### src/rtl/alu_operand_stage_pkg.sv
// alu_operand_stage_pkg: ALU/MIPS encodings, decode and stage structs, forwarding helper
package alu_operand_stage_pkg;
  localparam logic [3:0] ALU_AND = 4'b0000;
  localparam logic [3:0] ALU_OR  = 4'b0001;
  localparam logic [3:0] ALU_ADD = 4'b0010;
  localparam logic [3:0] ALU_SUB = 4'b0110;
  localparam logic [3:0] ALU_NOR = 4'b1100;
  localparam logic [5:0] OP_RTYPE = 6'h00;
  localparam logic [5:0] OP_ADDI  = 6'h08;
  localparam logic [5:0] OP_ADDIU = 6'h09;
  localparam logic [5:0] OP_ANDI  = 6'h0C;
  localparam logic [5:0] OP_ORI   = 6'h0D;
  localparam logic [5:0] OP_LW    = 6'h23;
  localparam logic [5:0] OP_SW    = 6'h2B;
  localparam logic [5:0] OP_BEQ   = 6'h04;
  localparam logic [5:0] F_ADD  = 6'h20;
  localparam logic [5:0] F_ADDU = 6'h21;
  localparam logic [5:0] F_SUB  = 6'h22;
  localparam logic [5:0] F_SUBU = 6'h23;
  localparam logic [5:0] F_AND  = 6'h24;
  localparam logic [5:0] F_OR   = 6'h25;
  localparam logic [5:0] F_NOR  = 6'h27;
  typedef struct packed {
    logic [3:0] ctl;
    logic       imm_sel;
    logic       zext;
    logic       dest_rt;
    logic       reg_write;
    logic       mem_read;
    logic       mem_write;
    logic       branch;
    logic       illegal;
  } dec_t;
  typedef struct packed {
    logic        valid;
    logic [3:0]  ctl;
    logic [31:0] data_1;
    logic [31:0] data_2;
    logic [31:0] store_data;
    logic [4:0]  dest;
    logic        reg_write;
    logic        mem_read;
    logic        mem_write;
    logic        branch;
    logic        illegal;
  } ex_t;
  localparam ex_t EX_BUBBLE = '{valid: 1'b0, ctl: ALU_ADD, data_1: 32'd0, data_2: 32'd0,
                                store_data: 32'd0, dest: 5'd0, reg_write: 1'b0, mem_read: 1'b0,
                                mem_write: 1'b0, branch: 1'b0, illegal: 1'b0};
  // EX/MEM wins over MEM/WB; r0 is hardwired so it is never forwarded
  function automatic logic [31:0] fwd_sel(input logic [4:0] a, input logic [31:0] rf,
                                          input logic me, input logic [4:0] ma, input logic [31:0] md,
                                          input logic we, input logic [4:0] wa, input logic [31:0] wd);
    return (a == 5'd0) ? rf : (me && ma == a) ? md : (we && wa == a) ? wd : rf;
  endfunction
endpackage

### src/rtl/alu_operand_stage_if.sv
// alu_operand_stage_if: decode/forwarding inputs and EX-stage outputs of the operand stage
interface alu_operand_stage_if;
  logic        stall;
  logic        flush;
  logic        id_valid;
  logic [5:0]  id_opcode;
  logic [5:0]  id_funct;
  logic [4:0]  id_rs;
  logic [4:0]  id_rt;
  logic [4:0]  id_rd;
  logic [31:0] id_rs_data;
  logic [31:0] id_rt_data;
  logic [15:0] id_imm;
  logic        mem_fwd_en;
  logic [4:0]  mem_fwd_addr;
  logic [31:0] mem_fwd_data;
  logic        wb_fwd_en;
  logic [4:0]  wb_fwd_addr;
  logic [31:0] wb_fwd_data;
  logic        ex_valid;
  logic [3:0]  ex_ctl;
  logic [31:0] ex_data_1;
  logic [31:0] ex_data_2;
  logic [31:0] ex_store_data;
  logic [4:0]  ex_dest;
  logic        ex_reg_write;
  logic        ex_mem_read;
  logic        ex_mem_write;
  logic        ex_branch;
  logic        ex_illegal;
  logic        load_use;
  modport slave (
    input  stall, flush, id_valid, id_opcode, id_funct, id_rs, id_rt, id_rd, id_rs_data, id_rt_data,
           id_imm, mem_fwd_en, mem_fwd_addr, mem_fwd_data, wb_fwd_en, wb_fwd_addr, wb_fwd_data,
    output ex_valid, ex_ctl, ex_data_1, ex_data_2, ex_store_data, ex_dest, ex_reg_write,
           ex_mem_read, ex_mem_write, ex_branch, ex_illegal, load_use
  );
  modport master (
    output stall, flush, id_valid, id_opcode, id_funct, id_rs, id_rt, id_rd, id_rs_data, id_rt_data,
           id_imm, mem_fwd_en, mem_fwd_addr, mem_fwd_data, wb_fwd_en, wb_fwd_addr, wb_fwd_data,
    input  ex_valid, ex_ctl, ex_data_1, ex_data_2, ex_store_data, ex_dest, ex_reg_write,
           ex_mem_read, ex_mem_write, ex_branch, ex_illegal, load_use
  );
endinterface

### src/rtl/alu_operand_stage_decode.sv
// alu_decode: opcode/funct to ALU control, immediate select, extension type and strobes
module alu_decode
  import alu_operand_stage_pkg::*;
(
  input  logic [5:0] i_opcode,
  input  logic [5:0] i_funct,
  output dec_t       o_dec
);
  logic       w_r_ok;
  logic [3:0] w_r_ctl;
  assign w_r_ok  = i_funct inside {F_ADD, F_ADDU, F_SUB, F_SUBU, F_AND, F_OR, F_NOR};
  assign w_r_ctl = (i_funct inside {F_ADD, F_ADDU}) ? ALU_ADD :
                   (i_funct inside {F_SUB, F_SUBU}) ? ALU_SUB :
                   (i_funct == F_AND) ? ALU_AND :
                   (i_funct == F_OR)  ? ALU_OR : ALU_NOR;
  always_comb begin
    o_dec = '0;
    o_dec.ctl = ALU_ADD;
    o_dec.dest_rt = 1'b1;
    o_dec.illegal = 1'b1;
    case (i_opcode)
      OP_RTYPE: if (w_r_ok) begin
        o_dec.ctl = w_r_ctl;
        o_dec.dest_rt = 1'b0;
        o_dec.reg_write = 1'b1;
        o_dec.illegal = 1'b0;
      end
      OP_ADDI, OP_ADDIU: begin
        o_dec.imm_sel = 1'b1;
        o_dec.reg_write = 1'b1;
        o_dec.illegal = 1'b0;
      end
      OP_ANDI, OP_ORI: begin
        o_dec.ctl = (i_opcode == OP_ANDI) ? ALU_AND : ALU_OR;
        o_dec.imm_sel = 1'b1;
        o_dec.zext = 1'b1;
        o_dec.reg_write = 1'b1;
        o_dec.illegal = 1'b0;
      end
      OP_LW: begin
        o_dec.imm_sel = 1'b1;
        o_dec.reg_write = 1'b1;
        o_dec.mem_read = 1'b1;
        o_dec.illegal = 1'b0;
      end
      OP_SW: begin
        o_dec.imm_sel = 1'b1;
        o_dec.mem_write = 1'b1;
        o_dec.illegal = 1'b0;
      end
      OP_BEQ: begin
        o_dec.ctl = ALU_SUB;
        o_dec.branch = 1'b1;
        o_dec.illegal = 1'b0;
      end
      default: ;
    endcase
  end
endmodule

### src/rtl/alu_operand_stage.sv
// alu_operand_stage: ID/EX register with decode, operand forwarding and load-use detection
module alu_operand_stage
  import alu_operand_stage_pkg::*;
(
  input logic clk,
  input logic rst_n,
  alu_operand_stage_if.slave bus
);
  dec_t        w_dec;
  ex_t         w_nxt;
  ex_t         r_ex;
  logic [31:0] w_rs;
  logic [31:0] w_rt;
  logic [31:0] w_ext;
  logic [4:0]  w_dest;
  alu_decode u_dec (.i_opcode(bus.id_opcode), .i_funct(bus.id_funct), .o_dec(w_dec));
  assign w_rs   = fwd_sel(bus.id_rs, bus.id_rs_data, bus.mem_fwd_en, bus.mem_fwd_addr, bus.mem_fwd_data,
                          bus.wb_fwd_en, bus.wb_fwd_addr, bus.wb_fwd_data);
  assign w_rt   = fwd_sel(bus.id_rt, bus.id_rt_data, bus.mem_fwd_en, bus.mem_fwd_addr, bus.mem_fwd_data,
                          bus.wb_fwd_en, bus.wb_fwd_addr, bus.wb_fwd_data);
  assign w_ext  = w_dec.zext ? {16'd0, bus.id_imm} : {{16{bus.id_imm[15]}}, bus.id_imm};
  assign w_dest = w_dec.dest_rt ? bus.id_rt : bus.id_rd;
  assign w_nxt  = '{valid: 1'b1, ctl: w_dec.ctl, data_1: w_rs, data_2: w_dec.imm_sel ? w_ext : w_rt,
                    store_data: w_rt, dest: w_dest, reg_write: w_dec.reg_write && w_dest != 5'd0,
                    mem_read: w_dec.mem_read, mem_write: w_dec.mem_write, branch: w_dec.branch,
                    illegal: w_dec.illegal};
  // flush beats stall, so a simultaneous stall+flush still inserts a bubble
  always_ff @(posedge clk)
    if (!rst_n || bus.flush || (!bus.stall && !bus.id_valid)) r_ex <= EX_BUBBLE;
    else if (!bus.stall) r_ex <= w_nxt;
  assign bus.ex_valid      = r_ex.valid;
  assign bus.ex_ctl        = r_ex.ctl;
  assign bus.ex_data_1     = r_ex.data_1;
  assign bus.ex_data_2     = r_ex.data_2;
  assign bus.ex_store_data = r_ex.store_data;
  assign bus.ex_dest       = r_ex.dest;
  assign bus.ex_reg_write  = r_ex.reg_write;
  assign bus.ex_mem_read   = r_ex.mem_read;
  assign bus.ex_mem_write  = r_ex.mem_write;
  assign bus.ex_branch     = r_ex.branch;
  assign bus.ex_illegal    = r_ex.illegal;
  assign bus.load_use = r_ex.valid && r_ex.mem_read && r_ex.dest != 5'd0 &&
                        (r_ex.dest == bus.id_rs || r_ex.dest == bus.id_rt) && bus.id_valid;
endmodule

### src/flat_wrapper.sv
// flat-port wrapper written by rule: the top's interface ports become plain ports
module alu_operand_stage_flat import alu_operand_stage_pkg::*;
  (clk, rst_n, bus_stall, bus_flush, bus_id_valid, bus_id_opcode, bus_id_funct, bus_id_rs, bus_id_rt, bus_id_rd, bus_id_rs_data, bus_id_rt_data, bus_id_imm, bus_mem_fwd_en, bus_mem_fwd_addr, bus_mem_fwd_data, bus_wb_fwd_en, bus_wb_fwd_addr, bus_wb_fwd_data, bus_ex_valid, bus_ex_ctl, bus_ex_data_1, bus_ex_data_2, bus_ex_store_data, bus_ex_dest, bus_ex_reg_write, bus_ex_mem_read, bus_ex_mem_write, bus_ex_branch, bus_ex_illegal, bus_load_use);
  alu_operand_stage_if bus_i ();
  input logic clk;
  input logic rst_n;
  input wire logic [$bits(bus_i.stall)-1:0] bus_stall;
  input wire logic [$bits(bus_i.flush)-1:0] bus_flush;
  input wire logic [$bits(bus_i.id_valid)-1:0] bus_id_valid;
  input wire logic [$bits(bus_i.id_opcode)-1:0] bus_id_opcode;
  input wire logic [$bits(bus_i.id_funct)-1:0] bus_id_funct;
  input wire logic [$bits(bus_i.id_rs)-1:0] bus_id_rs;
  input wire logic [$bits(bus_i.id_rt)-1:0] bus_id_rt;
  input wire logic [$bits(bus_i.id_rd)-1:0] bus_id_rd;
  input wire logic [$bits(bus_i.id_rs_data)-1:0] bus_id_rs_data;
  input wire logic [$bits(bus_i.id_rt_data)-1:0] bus_id_rt_data;
  input wire logic [$bits(bus_i.id_imm)-1:0] bus_id_imm;
  input wire logic [$bits(bus_i.mem_fwd_en)-1:0] bus_mem_fwd_en;
  input wire logic [$bits(bus_i.mem_fwd_addr)-1:0] bus_mem_fwd_addr;
  input wire logic [$bits(bus_i.mem_fwd_data)-1:0] bus_mem_fwd_data;
  input wire logic [$bits(bus_i.wb_fwd_en)-1:0] bus_wb_fwd_en;
  input wire logic [$bits(bus_i.wb_fwd_addr)-1:0] bus_wb_fwd_addr;
  input wire logic [$bits(bus_i.wb_fwd_data)-1:0] bus_wb_fwd_data;
  output wire logic [$bits(bus_i.ex_valid)-1:0] bus_ex_valid;
  output wire logic [$bits(bus_i.ex_ctl)-1:0] bus_ex_ctl;
  output wire logic [$bits(bus_i.ex_data_1)-1:0] bus_ex_data_1;
  output wire logic [$bits(bus_i.ex_data_2)-1:0] bus_ex_data_2;
  output wire logic [$bits(bus_i.ex_store_data)-1:0] bus_ex_store_data;
  output wire logic [$bits(bus_i.ex_dest)-1:0] bus_ex_dest;
  output wire logic [$bits(bus_i.ex_reg_write)-1:0] bus_ex_reg_write;
  output wire logic [$bits(bus_i.ex_mem_read)-1:0] bus_ex_mem_read;
  output wire logic [$bits(bus_i.ex_mem_write)-1:0] bus_ex_mem_write;
  output wire logic [$bits(bus_i.ex_branch)-1:0] bus_ex_branch;
  output wire logic [$bits(bus_i.ex_illegal)-1:0] bus_ex_illegal;
  output wire logic [$bits(bus_i.load_use)-1:0] bus_load_use;
  assign bus_i.stall = bus_stall;
  assign bus_i.flush = bus_flush;
  assign bus_i.id_valid = bus_id_valid;
  assign bus_i.id_opcode = bus_id_opcode;
  assign bus_i.id_funct = bus_id_funct;
  assign bus_i.id_rs = bus_id_rs;
  assign bus_i.id_rt = bus_id_rt;
  assign bus_i.id_rd = bus_id_rd;
  assign bus_i.id_rs_data = bus_id_rs_data;
  assign bus_i.id_rt_data = bus_id_rt_data;
  assign bus_i.id_imm = bus_id_imm;
  assign bus_i.mem_fwd_en = bus_mem_fwd_en;
  assign bus_i.mem_fwd_addr = bus_mem_fwd_addr;
  assign bus_i.mem_fwd_data = bus_mem_fwd_data;
  assign bus_i.wb_fwd_en = bus_wb_fwd_en;
  assign bus_i.wb_fwd_addr = bus_wb_fwd_addr;
  assign bus_i.wb_fwd_data = bus_wb_fwd_data;
  assign bus_ex_valid = bus_i.ex_valid;
  assign bus_ex_ctl = bus_i.ex_ctl;
  assign bus_ex_data_1 = bus_i.ex_data_1;
  assign bus_ex_data_2 = bus_i.ex_data_2;
  assign bus_ex_store_data = bus_i.ex_store_data;
  assign bus_ex_dest = bus_i.ex_dest;
  assign bus_ex_reg_write = bus_i.ex_reg_write;
  assign bus_ex_mem_read = bus_i.ex_mem_read;
  assign bus_ex_mem_write = bus_i.ex_mem_write;
  assign bus_ex_branch = bus_i.ex_branch;
  assign bus_ex_illegal = bus_i.ex_illegal;
  assign bus_load_use = bus_i.load_use;
  alu_operand_stage u_core (.clk(clk), .rst_n(rst_n), .bus(bus_i));
endmodule
### config.mk
export PLATFORM = sky130hd
export DESIGN_NAME = alu_operand_stage_flat
export DESIGN_NICKNAME = d
export VERILOG_FILES = /design/src/rtl/alu_operand_stage_pkg.sv /design/src/rtl/alu_operand_stage_if.sv /design/src/rtl/alu_operand_stage_decode.sv /design/src/rtl/alu_operand_stage.sv /design/src/flat_wrapper.sv
export SDC_FILE = /design/constraint.sdc
export NUM_CORES = 1
export LEC_CHECK = 0
export CORE_UTILIZATION = 47
export DETAILED_ROUTE_END_ITERATION = 7
export PLACE_DENSITY_LB_ADDON = 0.15
export SLEW_MARGIN = 10
export SYNTH_ARGS = -nofsm -noshare
export SYNTH_HDL_FRONTEND = slang
export SYNTH_SLANG_ARGS = --single-unit
### constraint.sdc
create_clock -name clk -period 4.1 [get_ports clk]
set_input_delay 0.41 -clock clk [delete_from_list [all_inputs] [get_ports clk]]
set_output_delay 0.41 -clock clk [all_outputs]
set_load 0.005 [all_outputs]
== Yosys cells after proc, flatten, opt, wreduce, memory -nomap -nowiden ==
Index checks and enable logic that the tools add are counted.
Word-level totals
  output and inout port bits: 112
  register bits after elaboration: 111
  logic and storage cells: 85
Operators by class
  reductions and logical operators: 28
  equal/unequal tests: 20
  multiplexer cells: 26
Operators with widths (count)
  $mux W32: 8
  $eq A6 B6 Y1 const B: 9
  $eq A5 B5 Y1: 6
  $eq A6 B4 Y1 const B: 4
  $mux W4: 5
  $pmux W4 S3: 1
  $logic_and A1 B1 Y1: 10
  $logic_not A5 Y1: 2
  $reduce_bool A5 Y1: 2
  $mux W1: 8
  $reduce_bool A7 Y1: 1
  $reduce_or A7 Y1: 1
  $eq A6 B3 Y1 const B: 1
  $logic_not A6 Y1: 1
  $reduce_or A6 Y1: 1
  $mux W5: 1
  $reduce_or A5 Y1: 1
  $pmux W1 S2: 2
  $reduce_bool A2 Y1: 2
  $logic_not A1 Y1: 3
  $logic_or A1 B1 Y1: 3
  $mux W2: 1
  $reduce_or A2 Y1: 1

== Depth between registers and ports, before layout ==
  depth after elaboration: 7
  gate-level depth with buffers: 9
  mapped depth without buffers: 6

== By module ==
A second synthesis with hierarchy kept.
Second synthesis, totals
  cells, all modules: 819
  area, all modules: 6468.7 um^2
Modules (own cells, without submodules)
  alu_operand_stage: times used 1, cells an instance 790, area each 6278.5 um^2, sequential area each 2222.1 um^2
  alu_decode: times used 1, cells an instance 29, area each 190.2 um^2, sequential area each 0.0 um^2

== Least setup slack after synthesis ==
No wires, ideal clock.
  kind: input to register
  start: input port bus_id_rt[4]
  end: register u_core.r_ex, in the netlist u_core.bus.ex_store_data[24]
  stages on the path: 8
  arrival time: 1.847 ns
  path slack: 2.111 ns
  buffers on the path: 2
  data required time: 3.958 ns
  cells stage by stage: clkbuf_2 xnor2_1 nand4_1 nor2_2 buf_4 mux2_2 o21ai_0 a221oi_1
Between the ends
  word-level cells in the longest chain between the ends: 5
  elaborated cells between the ends (all ways): 8
  those cells by class: eq/ne: 2; mux: 3; reduce/logical: 3
Ends and longest elaborated chain
  start: declaration: RTL line flat_wrapper.sv:13  | input wire logic [$bits(bus_i.id_rt)-1:0] bus_id_rt;
  $eq A5 B5 Y1: RTL line alu_operand_stage_pkg.sv:54  | return (a == 5'd0) ? rf : (me && ma == a) ? md : (we && wa == a) ? wd : rf;
  $logic_and A1 B1 Y1: RTL line alu_operand_stage_pkg.sv:54
  $mux W32 (2 in a row): RTL line alu_operand_stage_pkg.sv:54
  $mux W32 *: RTL line alu_operand_stage_pkg.sv:54
  end signal: assignment: RTL line alu_operand_stage.sv:30  | else if (!bus.stall) r_ex <= w_nxt;
  end: declaration: RTL line alu_operand_stage.sv:11  | ex_t r_ex;
Mark *: on every way between the ends. The rest lies on a longest branch, timed or not.
A chain may end at the register's enable or synchronous reset.

== Worst setup path in the final report ==
  start: input port bus_id_rs[1]
  end: register u_core.r_ex, in the netlist u_core.bus.ex_data_1[0]
Between the ends
  word-level cells in the longest chain between the ends: 5
  elaborated cells between the ends (all ways): 8
  those cells by class: eq/ne: 2; mux: 3; reduce/logical: 3
Ends and longest elaborated chain
  start: declaration: RTL line flat_wrapper.sv:12  | input wire logic [$bits(bus_i.id_rs)-1:0] bus_id_rs;
  $eq A5 B5 Y1: RTL line alu_operand_stage_pkg.sv:54
  $logic_and A1 B1 Y1: RTL line alu_operand_stage_pkg.sv:54
  $mux W32 (2 in a row): RTL line alu_operand_stage_pkg.sv:54
  $mux W32 *: RTL line alu_operand_stage_pkg.sv:54
Marked as above.

==> flow_summary.yaml <==
status:
  status: "finished, violations left"
  violations: "DRC"
setup_path:
  crit_buf_inv: 2
  cp.required_ns: 4.36
  reg2regPathDepth: 2
  startpoint: "bus_id_rs[1]"
  crit_cells: 8
  slowest_stage: "and3_2"
  crit_chain: "clkdlybuf4s50_1, xor2_1, nor4_1, and3_2, buf_4, mux2i_1, a211o_1, a221oi_1"
  r2r_end: "u_core.bus.ex_data_1[21]$_SDFFE_PP0N_"
  end_kind: "register"
  r2r-start: "u_core.bus.ex_data_1[21]$_SDFFE_PP0N_"
  cp-endpoint: "u_core.bus.ex_data_1[0]$_SDFFE_PP0N_"
  arrival_ns: 3.02
  reg2reg_setup_slack_ns: 3.32
  worst_path_dominant_cell_family: "simple AND/OR/NAND/NOR gates"
  worst-setup-path-type: "input pin to register"
  cpPeakStageDelay_ns: 0.68
  crit_fanout: 20
  startpoint_type: "input pin"
routing:
  top_layer: "met4"
  drt_iter0_markers: 648
  wl_met1_microns: 10500
  wl_met2_microns: 11500
  post-route-drc-count: 18
  num_vias: 7667
  dr.pass1.iters: 8
  wl_microns: 25000
  dr_wl_met3_microns: 2130
  viasPerCell: 5.97
  post_drt_wl_per_cell_microns: 19.4
  postRouteAntennaNets: 0
clock_tree:
  post_cts_buffers: 0
  clkLatencyLatePin_ns: 0.36
  cts_resized: 0
  cts-root-buf: "clkbuf_16"
  cts_tree: "built"
  cts_num_sinks: 111
  clkTransAtPathRegs_ns: 0.08
  ctsHoldBuffers: 0
  cts_buffers: 9
  clockBufferDepth: 2
  htreeDepth: 3
die:
  rows: 44
  die-area_sq_um: 15800
  core_sq_um: 14700
  initial_core_util_pct: 48.9
  fp.dieW_microns: 126
  die_y_microns: 126
  ios: 300
sta:
  max_freq_mhz: 362
  period_minus_slack_ns: 2.76
  rsz0062_at_grt: "no"
  final.setup.tns_ns: 0
  slew_violations: 0
  post-route-period-util_pct: 67.3
  worstMarginPinSlew_ns: 1.14
  clock_skew_ns: 0
  slew_headroom_pct: 24.1
  final_hold_viol_count: 0
  finalSetupViolations: 0
synthesis:
  seq_area_frac_synth_pct: 30.9
  yosysTopAreaCellShare_pct: 30.9
  syn_nets: 1044
  synth_cells: 856
  netlist_area_sq_um: 7180
  yosysTopAreaCell: "dfxtp_1"
  ys_ff_latch: 111
  yosysWarnings: 0
  syn_avg_cell_area_sq_um: 8.39
  synthTopCellsByArea: "dfxtp_1 (31%), a21oi_1 (7.7%), a221oi_2 (6.3%)"
  synth.distinct_cells: 52
placed_design:
  post-dp-hpwl_microns: 17800
  io_buffers: 299
  gp_congestion: 0.921
  dp.cells: 1269
finish:
  area_growth_pct: 43.1
  nFillCells: 1207
  nets: 1284
  multi_input_area_sq_um: 4170
  stdcell_count: 1285
  drive_gt1_share_pct: 8.54
  regArea_sq_um: 2220
  n_antenna_cell: 0
global_routing:
  antenna_found_initial: 0
  grt_start_max_net_pins: 104
  track_usage_pct: 31.3
  grt_pass1_vias: 7409
  grt_pass1_wl_microns: 39400
  grt_overflow: 0
pwr:
  ir_drop_mv: 0.201
  p_per_area_nw_per_um2: 258
  p_leak_nw: 3.69
min_path:
  hold_depth: 2
  min_path_type: "register to register"
job:
  drv_cap: 0
[per-layer routing]
layer | GRT usage [%] | up-vias
met4 | 12.0 | 0
li1 | - | 3654
met2 | 51.3 | 344
met5 | 0 | -
met1 | 39.3 | 3620
met3 | 8.07 | 49
[Yosys cell counts, drive strengths merged]
master	n
dfxtp	111
a21oi	110
nor2	78
inv	66
a221oi	64
clkbuf	48
nand2	35
a211o	34
mux2i	33
nand3	33
buf	32
o221ai	32
mux2	21
o21ai	21
a21o	18
o21a	17
o22a	16
xor2	16
a31oi	15
xnor2	14
nor3	8
nor3b	4
and2	3
and3	3
dlygate4sd3	3
nor4	3
a211oi	2
and3b	2
dlygate4sd1	2
or4	2
a22oi	1
a32o	1
a32oi	1
and4	1
dlymetal6s2s	1
nand3b	1
nand4	1
o2111ai	1
o211ai	1
or3b	1
[logic make-up (layout without fill, tap and decap cells)]
logic type	after synthesis	count (layout)	share of synthesized area, %
multiplexers	54	54	7.89
buffers and inverters	152	397	11.1
flip-flops	111	111	30.9
XOR/XNOR	30	30	3.66
AO/OA/AOI/OAI	334	334	35.3
AND/OR/NAND/NOR	175	175	11.1
[cells in the final DEF, fill, tap and decap left out, types with 18 or more instances in the layout]
cell type	synthesis	layout
nand2_1	35	35
mux2i_1	33	33
a21oi_1	110	109
nand3_1	32	32
a211o_1	34	34
dfxtp_1	111	111
clkdlybuf4s50_1	0	298
o21ai_0	21	21
nor2_1	75	75
a221oi_1	34	34
mux2_2	21	21
a21o_1	18	18
inv_1	66	66
o221ai_1	32	32
a221oi_2	30	30
[metrics by stage]
| step | power (mW) | instance area, sq um | worst slack (ns) | hold slack (ns) | utilization [%] |
|---|---|---|---|---|---|
| after floorplan | 1.44 | 7180 | 2.11 | 0.448 | - |
| after global placement | 1.78 | 9990 | 1.08 | 0.438 | 67.9 |
| after detailed placement | 1.78 | 9990 | 0.999 | 0.445 | 67.9 |
| after CTS | 2.66 | 10300 | 1.34 | 0.455 | 69.9 |
| after global routing | 2.75 | 10300 | 1.12 | 0.483 | 69.9 |
| final | 2.65 | 10300 | 1.34 | 0.454 | 69.9 |
[area by class of cell]
class | instances | share of cell area [%]
Clock inverter | 7 | 0.645
Clock buffer | 9 | 2.19
Tap cell | 184 | 2.24
Multi-Input combinational cell | 593 | 40.6
Inverter | 66 | 2.41
Sequential cell | 111 | 21.6
Timing Repair Buffer | 315 | 30.3
[power breakdown]
part | total, mW | leakage [nW] | internal (mW) | switching (mW)
clock network | 0.884 | 0.141 | 0.427 | 0.457
logic | 0.629 | 2.64 | 0.349 | 0.280
registers | 1.14 | 0.903 | 1.11 | 0.0217
[worst min path at each step]
stage                                        startpoint                                        to  slack (ns)
4_1_cts        u_core.bus.ex_store_data[0]$_SDFFE_PP0N_  u_core.bus.ex_store_data[0]$_SDFFE_PP0N_        0.46
3_3_place_gp   u_core.bus.ex_store_data[0]$_SDFFE_PP0N_  u_core.bus.ex_store_data[0]$_SDFFE_PP0N_        0.44
5_1_grt        u_core.bus.ex_store_data[3]$_SDFFE_PP0N_  u_core.bus.ex_store_data[3]$_SDFFE_PP0N_        0.48
6_report       u_core.bus.ex_store_data[0]$_SDFFE_PP0N_  u_core.bus.ex_store_data[0]$_SDFFE_PP0N_        0.45
3_5_place_dp   u_core.bus.ex_store_data[0]$_SDFFE_PP0N_  u_core.bus.ex_store_data[0]$_SDFFE_PP0N_        0.45
2_1_floorplan  u_core.bus.ex_store_data[0]$_SDFFE_PP0N_  u_core.bus.ex_store_data[0]$_SDFFE_PP0N_        0.45
[tightest hold or removal path, stage by stage (launching register included)]
cell     delay, ns
dfxtp_1       0.31
nand2_1       0.05
a21oi_1       0.05
[registers in the layout, summed over array words and instances, names as in the netlist]
register	flops
u_core.bus.ex_illegal	1
u_core.bus.ex_valid	1
u_core.bus.ex_data_2	32
u_core.bus.ex_mem_read	1
u_core.bus.ex_dest	5
u_core.bus.ex_data_1	32
u_core.bus.ex_ctl	4
u_core.bus.ex_mem_write	1
u_core.bus.ex_branch	1
u_core.bus.ex_store_data	32
u_core.bus.ex_reg_write	1
(Power assumes the default switching activity.)
